`src/rtl/windowed_register_file.sv`:
```
// Windowed SPARC-style register file: NWINDOWS overlapping windows plus 8 globals,
// internal CWP with SAVE/RESTORE trap detection and a zeroing scrub sequencer.
// Optional same-cycle write-to-read forwarding when RF_WRITE_BYPASS_EN is defined.
module windowed_register_file #(
    parameter int WIDTH    = 32,
    parameter int NWINDOWS = 4,
    parameter int CWP_W    = 2
) (
    input  logic                Clk,
    input  logic                Clr,
    input  logic [4:0]          in_PA,
    input  logic [4:0]          in_PB,
    input  logic [4:0]          in_PC,
    input  logic                wr_en,
    input  logic [WIDTH-1:0]    wr_data,
    output logic [WIDTH-1:0]    out_PA,
    output logic [WIDTH-1:0]    out_PB,
    input  logic                save,
    input  logic                restore,
    input  logic [NWINDOWS-1:0] wim,
    input  logic                cwp_load,
    input  logic [CWP_W-1:0]    cwp_in,
    input  logic                scrub,
    output logic [CWP_W-1:0]    cwp,
    output logic                ovf,
    output logic                unf,
    output logic                cmd_err,
    output logic                busy
);
    localparam int               NPHYS  = 8 + 16 * NWINDOWS;
    localparam int               PW     = $clog2(NPHYS);
    localparam logic [PW-1:0]    LAST   = PW'(NPHYS - 1);
    localparam logic [CWP_W:0]   NW_EXT = (CWP_W + 1)'(NWINDOWS);
    localparam logic [CWP_W-1:0] TOP_W  = CWP_W'(NWINDOWS - 1);
    localparam logic [NWINDOWS-1:0] ONE = {{(NWINDOWS - 1){1'b0}}, 1'b1};

    typedef enum logic {S_IDLE, S_SCRUB} state_t;

    logic [WIDTH-1:0] r_mem [NPHYS];
    state_t           r_state;
    logic [PW-1:0]    r_idx;
    logic [CWP_W-1:0] r_cwp;
    logic             r_busy, r_ovf, r_unf, r_err;

    logic [PW-1:0]    w_pa_phys, w_pb_phys, w_wr_phys;
    logic [CWP_W-1:0] w_save_t, w_rest_t;
    logic             w_save_hit, w_rest_hit, w_wr_ok, w_busy_cmd;

    // Outs and locals are contiguous per window; ins alias the next window's outs.
    function automatic logic [PW-1:0] f_phys(input logic [4:0] r, input logic [CWP_W-1:0] w);
        int wi, wn, p;
        wi = int'(w);
        wn = (wi == NWINDOWS - 1) ? 0 : wi + 1;
        if (r < 5'd8)       p = int'(r);
        else if (r < 5'd24) p = 16 * wi + int'(r);
        else                p = 16 * wn + int'(r) - 16;
        return PW'(p);
    endfunction

    assign w_pa_phys  = f_phys(in_PA, r_cwp);
    assign w_pb_phys  = f_phys(in_PB, r_cwp);
    assign w_wr_phys  = f_phys(in_PC, r_cwp);
    assign w_wr_ok    = wr_en && !r_busy && (in_PC != 5'd0);
    assign w_busy_cmd = wr_en || save || restore || cwp_load;

    assign w_save_t   = (r_cwp == '0) ? TOP_W : r_cwp - 1'b1;
    assign w_rest_t   = (r_cwp == TOP_W) ? '0 : r_cwp + 1'b1;
    assign w_save_hit = |(wim & (ONE << w_save_t));
    assign w_rest_hit = |(wim & (ONE << w_rest_t));

`ifdef RF_WRITE_BYPASS_EN
    assign out_PA = (in_PA == 5'd0) ? '0 :
                    (w_wr_ok && (w_wr_phys == w_pa_phys)) ? wr_data : r_mem[w_pa_phys];
    assign out_PB = (in_PB == 5'd0) ? '0 :
                    (w_wr_ok && (w_wr_phys == w_pb_phys)) ? wr_data : r_mem[w_pb_phys];
`else
    assign out_PA = (in_PA == 5'd0) ? '0 : r_mem[w_pa_phys];
    assign out_PB = (in_PB == 5'd0) ? '0 : r_mem[w_pb_phys];
`endif

    assign cwp     = r_cwp;
    assign ovf     = r_ovf;
    assign unf     = r_unf;
    assign cmd_err = r_err;
    assign busy    = r_busy;

    always_ff @(posedge Clk or negedge Clr) begin
        if (!Clr) begin
            for (int i = 0; i < NPHYS; i++) r_mem[i] <= '0;
        end else if (r_state == S_SCRUB) begin
            r_mem[r_idx] <= '0;
        end else if (w_wr_ok) begin
            r_mem[w_wr_phys] <= wr_data;
        end
    end

    always_ff @(posedge Clk or negedge Clr) begin
        if (!Clr) begin
            r_state <= S_IDLE;
            r_idx   <= '0;
            r_cwp   <= '0;
            r_busy  <= 1'b0;
            r_ovf   <= 1'b0;
            r_unf   <= 1'b0;
            r_err   <= 1'b0;
        end else begin
            r_ovf <= 1'b0;
            r_unf <= 1'b0;
            r_err <= 1'b0;
            case (r_state)
                S_IDLE: begin
                    // cwp_load outranks SAVE/RESTORE; a rejected command leaves cwp alone.
                    if (cwp_load) begin
                        if ({1'b0, cwp_in} >= NW_EXT) r_err <= 1'b1;
                        else                          r_cwp <= cwp_in;
                    end else if (save && restore) begin
                        r_err <= 1'b1;
                    end else if (save) begin
                        if (w_save_hit) r_ovf <= 1'b1;
                        else            r_cwp <= w_save_t;
                    end else if (restore) begin
                        if (w_rest_hit) r_unf <= 1'b1;
                        else            r_cwp <= w_rest_t;
                    end
                    if (scrub) begin
                        r_state <= S_SCRUB;
                        r_busy  <= 1'b1;
                        r_idx   <= '0;
                    end
                end
                S_SCRUB: begin
                    if (w_busy_cmd) r_err <= 1'b1;
                    r_idx <= r_idx + 1'b1;
                    if (r_idx == LAST) begin
                        r_state <= S_IDLE;
                        r_busy  <= 1'b0;
                    end
                end
                default: r_state <= S_IDLE;
            endcase
        end
    end
endmodule
```
`config.mk`:
```
export PLATFORM = sky130hd
export DESIGN_NAME = windowed_register_file
export DESIGN_NICKNAME = d
export VERILOG_FILES = /design/src/rtl/windowed_register_file.sv
export SDC_FILE = /design/constraint.sdc
export NUM_CORES = 2
export LEC_CHECK = 0
export CORE_MARGIN = 2
export CORE_UTILIZATION = 55
export DETAILED_ROUTE_END_ITERATION = 10
export PLACE_DENSITY = 0.71
export SLEW_MARGIN = 20
export SYNTH_ARGS = -nofsm -noshare
export SYNTH_HDL_FRONTEND = slang
export SYNTH_SLANG_ARGS = --single-unit
```
`constraint.sdc`:
```
create_clock -name Clk -period 6.8 [get_ports Clk]
set_input_delay 2.04 -clock Clk [delete_from_list [all_inputs] [get_ports Clk]]
set_output_delay 2.04 -clock Clk [all_outputs]
set_load 0.01 [all_outputs]
```
==> results.sh <==
export IMPL_die_w_microns=471.5
export IMPL_grt_pass1_wl_mm=770.5
export IMPL_crit_top_cell="buf_6"
export IMPL_hold_slack_ps=511.4
export IMPL_finalMaxSlewViolations=0
export IMPL_via_per_inst=8.118
export IMPL_gp_congestion=1.083
export IMPL_synth_distinct_cells=67
export IMPL_start_util_pct=55.36
export IMPL_required_ps=4760
export IMPL_yosysTopAreaCell="dfrtp_1"
export IMPL_maxSlewHeadroom_pct=15.91
export IMPL_port_buffers=129
export IMPL_worst_pin_slew_ps=1261
export IMPL_dr_pass1_iters=9
export IMPL_setup_viol=12
export IMPL_r2r_start="cwp[0]"
export IMPL_synth_nets=8493
export IMPL_grt_max_degree=185
export IMPL_ys_warn_count=0
export IMPL_slowest_delay_ps=610
export IMPL_vdd_drop_max_mv=0.2579
export IMPL_endpoint_kind="primary output"
export IMPL_path_cells="dlygate4sd2_1, buf_6, buf_6, ha_4, ha_4, nor2_2, o31a_4, buf_12, mux4_2, mux2i_2, a2111oi_4, buf_12, buf_6"
export IMPL_netlist_top_cells_area="dfrtp_1 (48%), mux4_2 (23%), a22o_1 (17%)"
export IMPL_power_leakage_nw=63.70
export IMPL_synthToLayoutAreaGrowth_pct=19.75
export IMPL_wl_per_cell_microns=45.72
export IMPL_grt_pass1_vias=96017
export IMPL_antenna_found_initial=82
export IMPL_post_place_ws_ps=-1161
export IMPL_critical_path_top_delay_family="buffers and inverters"
export IMPL_synth_area_sq_mm=0.1202
export IMPL_ys_seq_area_share_pct=48.25
export IMPL_synth_top_cell_area_share_pct=48.25
export IMPL_overflow=0
export IMPL_maxCapViolCount=0
export IMPL_cts_path_max_buffers=3
export IMPL_row_count=171
export IMPL_pwr_density_cell_mw_per_mm2=258.3
export IMPL_core_sq_mm=0.2172
export IMPL_cts_tree="done"
export IMPL_synthArstFlopShare_pct=100.0
export IMPL_rsz0062_at_grt="true"
export IMPL_drt_iter0_drc=15685
export IMPL_hold_path_class="reg -> reg"
export IMPL_syn_instance_count=8414
export IMPL_path_max_fanout=5
export IMPL_setup_worst_path_start="in_PB[4]"
export IMPL_numClockSinks=2318
export IMPL_ant_nets=0
export IMPL_routed_wl_mm=554.2
export IMPL_critical_path_slowest_cell="a2111oi_4"
export IMPL_cts_buffers=239
export IMPL_worstSetupStartpointType="primary input"
export IMPL_report_final_hold_viol_count=0
export IMPL_status="complete, but fails checks"
export IMPL_cts_max_level=4
export IMPL_ff2ff_setup_slack_ps=2700
export IMPL_r2r_end="r_mem[1530]"
export IMPL_crit_arrival_ps=4830
export IMPL_crit_cells=13
export IMPL_die_y_microns=471.5
export IMPL_path_clk_slew_ps=60
export IMPL_layout_commonest_cell="dfrtp_1"
export IMPL_clk_latency_ps=940
export IMPL_hpwl_mm=356.6
export IMPL_layout_nets=9101
export IMPL_yosys_most_used_dff="dfrtp_1"
export IMPL_drive_gt1_share_pct=36.98
export IMPL_worstRegToRegCells=12
export IMPL_fillCellCount=15196
export IMPL_skew_ps=74.34
export IMPL_final_setup_worst_slack_ps=-68.17
export IMPL_syn_mean_instance_area_sq_um=14.29
export IMPL_crit_path_end="out_PB[17]"
export IMPL_ys_ff_latch=2318
export IMPL_layout_common_cells="dfrtp_1 (2,318), a22o_1 (2,273), mux4_2 (1,227)"
export IMPL_fin_crit_sh_pct=101.0
export IMPL_track_usage_pct=49.66
export IMPL_synth_edff_count=0
export IMPL_cts_root_buf="clkbuf_16"
export IMPL_io_pins=130
export IMPL_drc=0
export IMPL_critPathKind="in -> out"
export IMPL_vias=98407
export IMPL_max_freq_ghz=0.1456
export IMPL_period_needed_ps=6868
export IMPL_cp_num_buf_inv=6
export IMPL_fp_dieArea_sq_mm=0.2223
export IMPL_violations="setup timing"
[metrics by stage]
step | util, % | power [mW] | setup TNS (ps) | instances | cell area, sq um
final | 66.29 | 37.19 | -264.7 | 12122 | 144000
after global routing | 66.25 | 37.85 | -122.6 | 12088 | 143900
after CTS | 65.94 | 36.73 | -174.2 | 12055 | 143200
after detailed placement | 61.28 | 22.48 | -43470 | 11551 | 133100
after global placement | 61.27 | 22.43 | -46070 | 11551 | 133100
after floorplan | - | 17.68 | 0 | 8414 | 120200
[kinds of logic (layout without fill, tap and decap cells)]
logic type / after synthesis / after routing / share of synthesized area, %
compound gates: 2788 / 2788 / 19.32
xor+xnor: 5 / 5 / 0.03643
fa+ha+maj: 19 / 19 / 0.1977
buf+inv: 1117 / 1928 / 4.146
flops: 2318 / 2318 / 48.25
mux: 1526 / 1526 / 25.50
other cells: 0 / 43 / 0
simple gates: 641 / 641 / 2.543
[worst min-delay path by stage]
stage,from,end,slack [ps],depth (start not counted)
3_5_place_dp,r_mem[2288],r_mem[2288],490,1
2_1_floorplan,r_mem[2272],r_mem[2272],470,1
5_1_grt,r_mem[2276],r_mem[2276],520,1
3_3_place_gp,r_mem[2274],r_mem[2274],480,1
4_1_cts,r_mem[2275],r_mem[2275],510,1
6_report,r_mem[2275],r_mem[2275],510,1
[final cells by class]
cell class                 count  area, sq um  area share [%]
sequential                  2318        58010           40.29
antenna                       43        107.6         0.07475
tap                         2854         3571           2.481
clock inverter                88         1209          0.8396
multi-input combinational   4979        59830           41.56
clock buffer                 356         7132           4.954
inverter                      20        108.9         0.07562
timing repair buffer        1464        14000           9.724
[routing by layer]
metal	global-route usage [%]	routed length [microns]
met5	0.8436	616
met1	60.11	180200
met3	24.43	90670
met4	37.49	51390
met2	68.08	231300
[flip-flops by register name (all words and copies together) (netlist names)]
signal / flops
busy: 1
cmd_err: 1
cwp: 2
ovf: 1
r_idx: 7
r_mem: 2304
r_state: 1
unf: 1
[synth_stat cells (all sizes together), types with 4 or more instances]
library cell / count
a2111oi: 6
a211oi: 66
a21oi: 146
a22o: 2274
a22oi: 15
a311oi: 11
a31oi: 25
a32oi: 10
and2: 49
and3: 38
buf: 396
clkbuf: 701
dfrtp: 2318
ha: 19
inv: 20
mux2: 26
mux2i: 273
mux4: 1227
nand2: 275
nand2b: 11
nand3: 41
nand3b: 7
nand4: 4
nor2: 117
nor2b: 39
nor3: 23
nor3b: 7
nor4: 7
o2111ai: 8
o211ai: 25
o21ai: 60
o221ai: 22
o22ai: 84
o311ai: 6
o32ai: 11
or2: 5
or3: 7
[power breakdown]
part           internal, mW  switching (mW)
logic                  3.38            5.33
clock network          7.98            6.03
registers              14.1           0.344
[what timing repair did]
action	CTS	global route
pin swaps	64	24
endpoints found under the setup margin	64	47
gates cloned	7	4
hold buffers	0	0
gates resized for setup	378	104
setup buffers	54	23
Note: power is estimated with default switching activity, not from simulation.
